<file path="src/rtl/hazard_stall_unit.sv">
// +-----------------------------------------------------------------------------
// | hazard_stall_unit : load-use / branch hazard detection with a multi-cycle
// | stall counter and IF/ID flush on taken branches.
// | Revision: 1.0
// +-----------------------------------------------------------------------------
`default_nettype none

module hazard_stall_unit #(
   parameter int REG_AW    = 5,
   parameter int LOAD_LAT  = 1,
   parameter int ZERO_SKIP = 1,
   parameter int CNT_W     = 3
) (
   input  logic              Clk,
   input  logic              Rst_n,
   input  logic              IDEXMemRead,
   input  logic              IDEXRegWrite,
   input  logic [REG_AW-1:0] IDEXrd,
   input  logic              EXMEMMemRead,
   input  logic [REG_AW-1:0] EXMEMrd,
   input  logic [REG_AW-1:0] IFIDrs,
   input  logic [REG_AW-1:0] IFIDrt,
   input  logic              IFIDUsesRt,
   input  logic              IFIDBranch,
   input  logic              BranchTaken,
   output logic              MuxSig,
   output logic              IFIDWrite,
   output logic              PCWrite,
   output logic              IFIDFlush,
   output logic [CNT_W-1:0]  StallCnt
);

   localparam logic [1:0]       S_IDLE     = 2'd0;
   localparam logic [1:0]       S_STALL    = 2'd1;
   localparam logic [CNT_W-1:0] C_ONE      = CNT_W'(1);
   localparam logic [CNT_W-1:0] C_LAT      = CNT_W'(LOAD_LAT);
   localparam logic [CNT_W-1:0] C_LAT_P1   = CNT_W'(LOAD_LAT + 1);

   logic [1:0]       state_q, state_d;
   logic [CNT_W-1:0] cnt_q, cnt_d;
   logic [CNT_W-1:0] need_n;
   logic             src_ex, src_mem;
   logic             stall;

   function automatic logic f_match(input logic [REG_AW-1:0] a,
                                    input logic [REG_AW-1:0] d);
      return (a == d) && !((ZERO_SKIP != 0) && (d == '0));
   endfunction

   assign src_ex  = f_match(IFIDrs, IDEXrd)  || (IFIDUsesRt && f_match(IFIDrt, IDEXrd));
   assign src_mem = f_match(IFIDrs, EXMEMrd) || (IFIDUsesRt && f_match(IFIDrt, EXMEMrd));

   // Cases are ordered by ascending stall length, so the last hit is the maximum.
   always_comb begin
      need_n = '0;
      if (IFIDBranch && IDEXRegWrite && !IDEXMemRead && src_ex) need_n = C_ONE;
      if (IFIDBranch && EXMEMMemRead && src_mem)                 need_n = C_ONE;
      if (IDEXMemRead && src_ex)                                 need_n = C_LAT;
      if (IFIDBranch && IDEXMemRead && src_ex)                   need_n = C_LAT_P1;
   end

   always_ff @(posedge Clk or negedge Rst_n) begin
      if (!Rst_n) begin
         state_q <= S_IDLE;
         cnt_q   <= '0;
      end else begin
         state_q <= state_d;
         cnt_q   <= cnt_d;
      end
   end

   // cnt_q holds the stall cycles still to go, including the current one.
   always_comb begin
      state_d = S_IDLE;
      cnt_d   = '0;
      case (state_q)
         S_IDLE: begin
            if (need_n > C_ONE) begin
               state_d = S_STALL;
               cnt_d   = need_n - C_ONE;
            end
         end
         S_STALL: begin
            if (cnt_q > C_ONE) begin
               state_d = S_STALL;
               cnt_d   = cnt_q - C_ONE;
            end
         end
         default: begin
            state_d = S_IDLE;
            cnt_d   = '0;
         end
      endcase
   end

   always_comb begin
      stall    = 1'b0;
      StallCnt = '0;
      if (Rst_n) begin
         if (state_q == S_STALL) begin
            stall    = 1'b1;
            StallCnt = cnt_q - C_ONE;
         end else if (need_n != '0) begin
            stall    = 1'b1;
            StallCnt = need_n - C_ONE;
         end
      end
      MuxSig    = !stall;
      IFIDWrite = !stall;
      PCWrite   = !stall;
      IFIDFlush = Rst_n && IFIDBranch && BranchTaken && !stall;
   end

endmodule

`default_nettype wire
</file>
<file path="config.mk">
export PLATFORM = sky130hd
export DESIGN_NAME = hazard_stall_unit
export DESIGN_NICKNAME = d
export VERILOG_FILES = /design/src/rtl/hazard_stall_unit.sv
export SDC_FILE = /design/constraint.sdc
export NUM_CORES = 1
export LEC_CHECK = 0
export ABC_CLOCK_PERIOD_IN_PS = 2050
export CAP_MARGIN = 10
export CELL_PAD_IN_SITES_DETAIL_PLACEMENT = 1
export CELL_PAD_IN_SITES_GLOBAL_PLACEMENT = 1
export CORE_ASPECT_RATIO = 1.25
export CORE_MARGIN = 2
export CORE_UTILIZATION = 24
export DETAILED_ROUTE_END_ITERATION = 10
export PLACE_DENSITY = 0.82
export SLEW_MARGIN = 40
export SYNTH_ARGS = -nofsm -noshare
export SYNTH_HDL_FRONTEND = slang
export SYNTH_SLANG_ARGS = --single-unit
</file>
<file path="constraint.sdc">
create_clock -name Clk -period 2.05 [get_ports Clk]
set_input_delay 0.3075 -clock Clk [delete_from_list [all_inputs] [get_ports Clk]]
set_output_delay 0.3075 -clock Clk [all_outputs]
set_load 0.02 [all_outputs]
</file>
# [After elaboration in Yosys (flattened, before gate mapping)]
# Cells that the tools add are included.
[word_totals] in_bits=28 reg_bits=5 ram_bits=0 mem_count=0 elab_cells=54 rom_bits=0 latchBits=0
[op_classes] reduce_logical=27 add_sub_neg=2 mul=0 shifts=0 n_eq_ne=5 bitwise=0 magnitude_cmp=2 n_div=0 n_mux=16
[op_table] operator="3-bit two-way mux" n=8
[op_table] operator="5-bit equality test" n=4
[op_table] operator="1-bit logical AND" n=17
[op_table] operator="5-bit logical NOT" n=2
[op_table] operator="3-bit by 1-bit greater-than comparator with 1-bit output, second input constant" n=2
[op_table] operator="1-bit two-way mux" n=6
[op_table] operator="3-bit one-hot mux with 2 select lines" n=1
[op_table] operator="3-bit by 1-bit subtractor with 3-bit output, second input constant" n=2
[op_table] operator="1-bit logical NOT" n=4
[op_table] operator="3-bit nonzero test" n=1
[op_table] operator="2-bit by 1-bit equality test with 1-bit output, second input constant" n=1
[op_table] operator="2-bit logical NOT" n=1
[op_table] operator="1-bit logical OR" n=2
[op_table] operator="1-bit one-hot mux with 2 select lines" n=1

# [Longest topological paths before layout]
# Gate-level depths: netlist of run 1.
[depth] word_depth=16 depth_mapped=6

# [Worst setup path after synthesis of run 1]
# No wires, ideal clock.
[synth_timing] kind="input -> output" startpoint="input port EXMEMrd[0]" endpoint="output port MuxSig" stages=5 path_slack_ns=-0.045 arrival_ns=1.787 cell_sequence="or4_1 -> o21ai_1 -> o22ai_1 -> a22oi_1 -> buf_4"
[synth_between] elab_chain_len=14
[synth_rtl] item="from (decl)" line="20" rtl="input logic [REG_AW-1:0] EXMEMrd,"
[synth_rtl] item="5-bit logical NOT" line="47" rtl="return (a == d) && !((ZERO_SKIP != 0) && (d == '0));"
[synth_rtl] item="1-bit logical NOT" line="47"
[synth_rtl] item="1-bit logical AND" line="47"
[synth_rtl] item="1-bit logical AND" line="51" rtl="assign src_mem = f_match(IFIDrs, EXMEMrd) || (IFIDUsesRt && f_match(IFIDrt, EXMEMrd));"
[synth_rtl] item="1-bit logical OR *" line="51"
[synth_rtl] item="1-bit logical AND *" line="57" rtl="if (IFIDBranch && EXMEMMemRead && src_mem) need_n = C_ONE;"
[synth_rtl] item="3-bit two-way mux *" line="57"
[synth_rtl] item="3-bit two-way mux *" line="58" rtl="if (IDEXMemRead && src_ex) need_n = C_LAT;"
[synth_rtl] item="3-bit two-way mux *" line="59" rtl="if (IFIDBranch && IDEXMemRead && src_ex) need_n = C_LAT_P1;"
[synth_rtl] item="3-bit nonzero test *" line="103" rtl="end else if (need_n != '0) begin"
[synth_rtl] item="1-bit two-way mux *" line="103"
[synth_rtl] item="1-bit two-way mux *" line="100" rtl="if (state_q == S_STALL) begin"
[synth_rtl] item="1-bit two-way mux *" line="99" rtl="if (Rst_n) begin"
[synth_rtl] item="1-bit logical NOT *"
[synth_rtl] item="to (decl)" line="26" rtl="output logic MuxSig,"
# Mark *: on every way between the ends. The rest lies on a longest branch, timed or not.

# [Final worst setup path of run 1]
[layout_timing] startpoint="input port EXMEMrd[1]" endpoint="output port IFIDWrite"
[layout_between] elab_chain_len=14
[layout_rtl] item="5-bit logical NOT" line="47"
[layout_rtl] item="1-bit logical NOT" line="47"
[layout_rtl] item="1-bit logical AND" line="47"
[layout_rtl] item="1-bit logical AND" line="51"
[layout_rtl] item="1-bit logical OR *" line="51"
[layout_rtl] item="1-bit logical AND *" line="57"
[layout_rtl] item="3-bit two-way mux *" line="57"
[layout_rtl] item="3-bit two-way mux *" line="58"
[layout_rtl] item="3-bit two-way mux *" line="59"
[layout_rtl] item="3-bit nonzero test *" line="103"
[layout_rtl] item="1-bit two-way mux *" line="103"
[layout_rtl] item="1-bit two-way mux *" line="100"
[layout_rtl] item="1-bit two-way mux *" line="99"
[layout_rtl] item="1-bit logical NOT *" line="109" rtl="IFIDWrite = !stall;"
[layout_rtl] item="to (decl)" line="27" rtl="output logic IFIDWrite,"
# Marked as above.

==> results.json, run 1 <==
{
  "status": "finished, final reports clean",
  "slew_headroom_pct": 73.0,
  "via_count": 669,
  "slowest_delay_ps": 560,
  "viasPerCell": 4.49,
  "initial_core_util_pct": 25.2,
  "ys_types": 29,
  "die_h_um": 57.2,
  "worstPathCellList": "buf_2, or4_4, o21ai_4, o22ai_4, a22oi_2, buf_6",
  "io_buffers": 34,
  "syn_area_um2": 544,
  "fin_crit_sh_pct": 98.1,
  "critPathKind": "in -> out",
  "drive_gt1_share_pct": 50.8,
  "grt_remaining_overflow": 0,
  "grt_antenna_before_repair": 0,
  "wirelength_um": 2230,
  "place_inst": 145,
  "yosysWarnings": 0,
  "syn_inst": 66,
  "syn-num-nets": 96,
  "drt_pass1_iterations": 4,
  "yosys_register_bits": 4,
  "path_max_fanout": 3,
  "cts_max_path_buffers": 2,
  "syn2layout_area_growth_pct": 109,
  "cts_buffers": 3,
  "fin_total_pwr_mw": 0.359,
  "clk_pin_slew_ps": 40,
  "yosysSeqAreaShare_pct": 18.4,
  "grt_pass1_vias": 820,
  "nFillCells": 260,
  "met1_usage_pct": 14.7,
  "antenna_cells": 0,
  "dieArea_um2": 2670,
  "placementRows": 19,
  "hold_buffers": 0,
  "p_leak_nw": 0.507,
  "tightest_slew_ps": 401,
  "dp_hpwl_um": 1760,
  "fin_skew_ps": 2.29,
  "grt-busiest-layer": "met2",
  "power_density_nw_per_um2": 315,
  "finalNonFillerCells": 149,
  "period_minus_slack_ps": 2010,
  "ir_drop_uv": 295,
  "grt_util_met3_pct": 1.27,
  "drc": 0,
  "cp_top_family": "simple AND/OR/NAND/NOR gates",
  "synth_area_per_cell_um2": 8.25,
  "dr.first_iter.drc_count": 1,
  "gp_congestion": 0.913,
  "crit_required_ps": 1740,
  "ioPinCount": 35,
  "final_util_pct": 52.6,
  "cts.sinks": 4,
  "grt_usage_pct": 17.5,
  "grt_first_pass_wirelength_um": 3360,
  "critPathCaptureType": "output port",
  "cts_root_buf": "clkbuf_4",
  "fin_nets": 150,
  "clock_latency_ps": 240,
  "fmax_mhz": 497,
  "setup_tns_ps": 0,
  "finalHoldViolCount": 0,
  "grt.met2_usage_pct": 35.9,
  "grt_max_degree": 8,
  "critical_path_arrival_ps": 1700,
  "path_buf_inv": 2,
  "maxCapViolCount": 0,
  "cts_tree": "built",
  "hp-class": "in -> async",
  "die_w_um": 46.6,
  "ff2ff_setup_slack_ps": 670,
  "wl_per_cell_um": 15.0,
  "finalSetupViolCount": 0,
  "core-area_um2": 2160,
  "final_max_slew_viol_count": 0,
  "startpoint_type": "input port",
  "critPathSlowestCell": "or4_4",
  "drtAntennaViolNets": 0,
  "h-tree-depth": 1
}
==> kinds of logic (layout without fill, tap and decap cells) <==
kind of cell               Yosys count  after routing  share of synthesized area [%]
AOI/OAI and AO/OA                   12             12                           17.2
adders and majority gates            2              2                           4.60
and+or+nand+nor                     23             23                           21.8
DFF                                  4              4                           18.4
xor gates and xnor gates            21             21                           33.8
buffers and inverters                4             56                           4.14
==> routing by layer <==
metal | vias to the layer above | wire length, um
li1 | 328 | -
met1 | 319 | 738
met2 | 22 | 1390
met3 | 0 | 102
met4 | 0 | 0
met5 | - | 0
==> flip-flops by register name, summed over array words and instances (netlist names) <==
register / cells
state_q: 1
cnt_q: 3
==> through the flow <==
stage | area, um^2 | setup slack [ps] | hold slack, ps
floorplan | 549 | 115 | 11.9
global placement | 1030 | -744 | 468
detailed placement | 1030 | -832 | 518
CTS | 1100 | 2.67 | 477
global route | 1140 | -6.46 | 490
finish | 1140 | 39.5 | 485
==> report_power, final <==
part | switching (mW) | internal (mW)
registers | 0.000796 | 0.0800
clock network | 0.0343 | 0.0656
logic | 0.0851 | 0.0930
==> placed cells by master, fill, tap and decap left out, drive strengths merged, types with 3 or more instances in the layout <==
cell / count
clkbuf: 9
xnor2: 3
nand2: 4
clkdlybuf4s50: 7
clkdlybuf4s15: 6
xor2: 18
buf: 28
dfrtp: 4
nor2: 7
nor3: 3
dlygate4sd2: 4
==> worst paths after layout <==
kind	from	to	depth (start not counted)
setup / recovery	EXMEMrd[1]	IFIDWrite	6
max in group asynchronous	Rst_n	cnt_q[0]	2
hold reg to reg	cnt_q[0]	cnt_q[0]	1
hold / removal	Rst_n	cnt_q[1]	2
min in group Clk	cnt_q[0]	cnt_q[0]	1
setup reg to reg	cnt_q[1]	state_q[0]	5
==> synthesized netlist by cell type (all sizes together) <==
cell type / number / area share, %
nand2: 4 / 2.8
o22ai: 1 / 1.2
a21bo: 1 / 1.8
a31o: 1 / 1.6
xnor2: 3 / 4.8
a32oi: 2 / 3.2
xor2: 18 / 29
and2: 1 / 1.2
o21bai: 1 / 1.4
dfrtp: 4 / 18
inv: 2 / 1.4
nor2b: 1 / 1.2
nor3b: 1 / 1.4
and3b: 1 / 1.6
nand3: 1 / 0.92
o2bb2ai: 1 / 1.6
nor3: 3 / 2.8
a211oi: 1 / 2.3
a22oi: 1 / 1.4
nor2: 7 / 5.3
ha: 2 / 4.6
a21oi: 1 / 0.92
or4: 1 / 1.4
nor4: 2 / 2.3
and3: 1 / 1.2
o21ai: 2 / 1.8
buf: 2 / 2.8
==> final cells by class <==
cell class	count	area, um^2	area share, %
Timing Repair Buffer	51	414	36.4
Clock buffer	3	22.5	1.98
Multi-Input combinational cell	58	556	48.8
Inverter	2	7.51	0.659
Sequential cell	4	100	8.79
Tap cell	31	38.8	3.41
==> timing repair <==
item,CTS,global route
resized for setup,79,31
pin swaps,12,17
setup buffers,1,0
setup endpoints to repair,7,5
Power figures use the tool's default switching activity.
==> run 2: changes to the inputs <==
--- a/config.mk
+++ b/config.mk
@@ -6,7 +6,6 @@
 export NUM_CORES = 1
 export LEC_CHECK = 0
 export ABC_CLOCK_PERIOD_IN_PS = 2050
-export CAP_MARGIN = 10
 export CELL_PAD_IN_SITES_DETAIL_PLACEMENT = 1
 export CELL_PAD_IN_SITES_GLOBAL_PLACEMENT = 1
 export CORE_ASPECT_RATIO = 1.25
==> results of run 2 <==
Final layout, timing and power as in run 1 (identical DEF).
==> run 3: changes to the inputs <==
--- a/config.mk
+++ b/config.mk
@@ -13,6 +13,7 @@
 export CORE_UTILIZATION = 24
 export DETAILED_ROUTE_END_ITERATION = 10
 export PLACE_DENSITY = 0.82
+export RECOVER_POWER = 100
 export SLEW_MARGIN = 40
 export SYNTH_ARGS = -nofsm -noshare
 export SYNTH_HDL_FRONTEND = slang
==> results.json, run 3 (synthesis results as in run 1) <==
{
  "rr_endpoint": "state_q[0]",
  "status": "finished, final reports clean",
  "grt_usage_pct": 17.5,
  "grt.met2_usage_pct": 35.9,
  "drive_gt1_share_pct": 50.8,
  "cts_buffers": 3,
  "cp-endpoint": "IFIDWrite",
  "ff2ff_setup_slack_ps": 670,
  "core-area_um2": 2160,
  "path_max_fanout": 3,
  "finalNonFillerCells": 149,
  "startpoint_type": "input port",
  "die_h_um": 57.2,
  "place_ws_ps": -832,
  "grt-busiest-layer": "met2",
  "critPathKind": "in -> out",
  "hp-class": "reg -> reg",
  "maxCapViolCount": 0,
  "hold_buffers": 0,
  "p_leak_nw": 0.507,
  "cts_root_buf": "clkbuf_4",
  "cts_max_path_buffers": 2,
  "power_density_nw_per_um2": 315,
  "final.setup.worst_slack_ps": 39.5,
  "crit_path_start": "EXMEMrd[1]",
  "seq_area_um2": 100,
  "crit_required_ps": 1740,
  "die_w_um": 46.6,
  "top_regs": "cnt_q x3, state_q x1",
  "wl_per_cell_um": 15.0,
  "h-tree-depth": 1,
  "placed_cell_area_um2": 1030,
  "cts_tree": "built",
  "worst_r2r_path_depth": 5,
  "fin_nets": 150,
  "critical_path_arrival_ps": 1700,
  "worstPathCellList": "buf_2, or4_4, o21ai_4, o22ai_4, a22oi_2, buf_6",
  "grt_pass1_vias": 820,
  "io_buffers": 34,
  "ir_drop_uv": 295,
  "fin_total_pwr_mw": 0.358,
  "final_common_cell": "buf_4",
  "period_minus_slack_ps": 2010,
  "largest_register_ffs": 3,
  "final_area_um2": 1140,
  "grt_antenna_before_repair": 0,
  "via_count": 669,
  "drt_pass1_iterations": 4,
  "critPathCaptureType": "output port",
  "drc": 0,
  "fmax_mhz": 497,
  "viasPerCell": 4.49,
  "dieArea_um2": 2670,
  "nFillCells": 260,
  "timing.rr.start": "cnt_q[1]",
  "fin_skew_ps": 2.29,
  "regMostFlops": "cnt_q",
  "tightest_slew_ps": 401,
  "syn2layout_area_growth_pct": 109,
  "dr.first_iter.drc_count": 1,
  "wirelength_um": 2230,
  "finalHoldViolCount": 0,
  "final_max_slew_viol_count": 0,
  "ioPinCount": 35,
  "place_inst": 145,
  "initial_core_util_pct": 25.2,
  "fin_crit_sh_pct": 98.1,
  "grt_first_pass_wirelength_um": 3360,
  "critPathSlowestCell": "or4_4",
  "grt_remaining_overflow": 0,
  "layout_common_cells": "buf_4 (16), xor2_1 (10), xor2_2 (8)",
  "placementRows": 19,
  "slowest_delay_ps": 560,
  "clk_pin_slew_ps": 40,
  "clock_latency_ps": 240,
  "slew_headroom_pct": 73.0,
  "grt_util_met3_pct": 1.27,
  "grt_max_degree": 8,
  "multiInputGateArea_um2": 556,
  "hold_ws_ps": 515,
  "cts.sinks": 4,
  "met1_usage_pct": 14.7,
  "drtAntennaViolNets": 0,
  "dp_hpwl_um": 1760,
  "gp_congestion": 0.913,
  "antenna_cells": 0,
  "finalSetupViolCount": 0
}
[run 3: stage by stage]
step           utilization, %  TNS (ps)
2_1_floorplan               -         0
3_3_place_gp             47.8     -3720
3_5_place_dp             47.8     -4120
4_1_cts                  50.7         0
5_1_grt                  52.6     -17.8
6_report                 52.6         0
[run 3: routing by layer]
layer  share of wire (%)  up-vias
met5                   0        -
met4                   0        0
met3                 4.6        0
met2                  62       22
met1                  33      319
li1                    -      328
[run 3: how the worst min path moves through the flow]
stage	startpoint	endpoint	slack, ps	cells after the start
after floorplan	Rst_n	cnt_q[0]	10	0
after global placement	cnt_q[0]	cnt_q[0]	470	1
after detailed placement	cnt_q[0]	cnt_q[0]	520	1
after CTS	Rst_n	cnt_q[1]	480	2
after global routing	cnt_q[0]	cnt_q[0]	530	1
final	cnt_q[0]	cnt_q[0]	520	1
[run 3: layout make-up]
type	instances	share of cell area, %
Tap cell	31	3.41
Clock buffer	3	1.98
Multi-Input combinational cell	58	48.8
Sequential cell	4	8.79
Inverter	2	0.659
Timing Repair Buffer	51	36.4
[run 3: report_power, final]
group          leakage [nW]  internal [mW]  switching (mW)  total, mW
clock                0.0138         0.0656          0.0343      0.100
sequential           0.0558         0.0800        0.000796     0.0808
combinational         0.438         0.0926          0.0851      0.178
[run 3: what timing repair did]
action                                  in CTS  in global routing
pin swaps                                   12                 17
gates resized for setup                     79                 31
buffers inserted                             1                  0
endpoints found under the setup margin       7                  5
[run 3: critical path, delay by kind of cell]
family          cells  cell delay (ps)
buf+inv             2              280
compound gates      3              560
simple gates        1              560
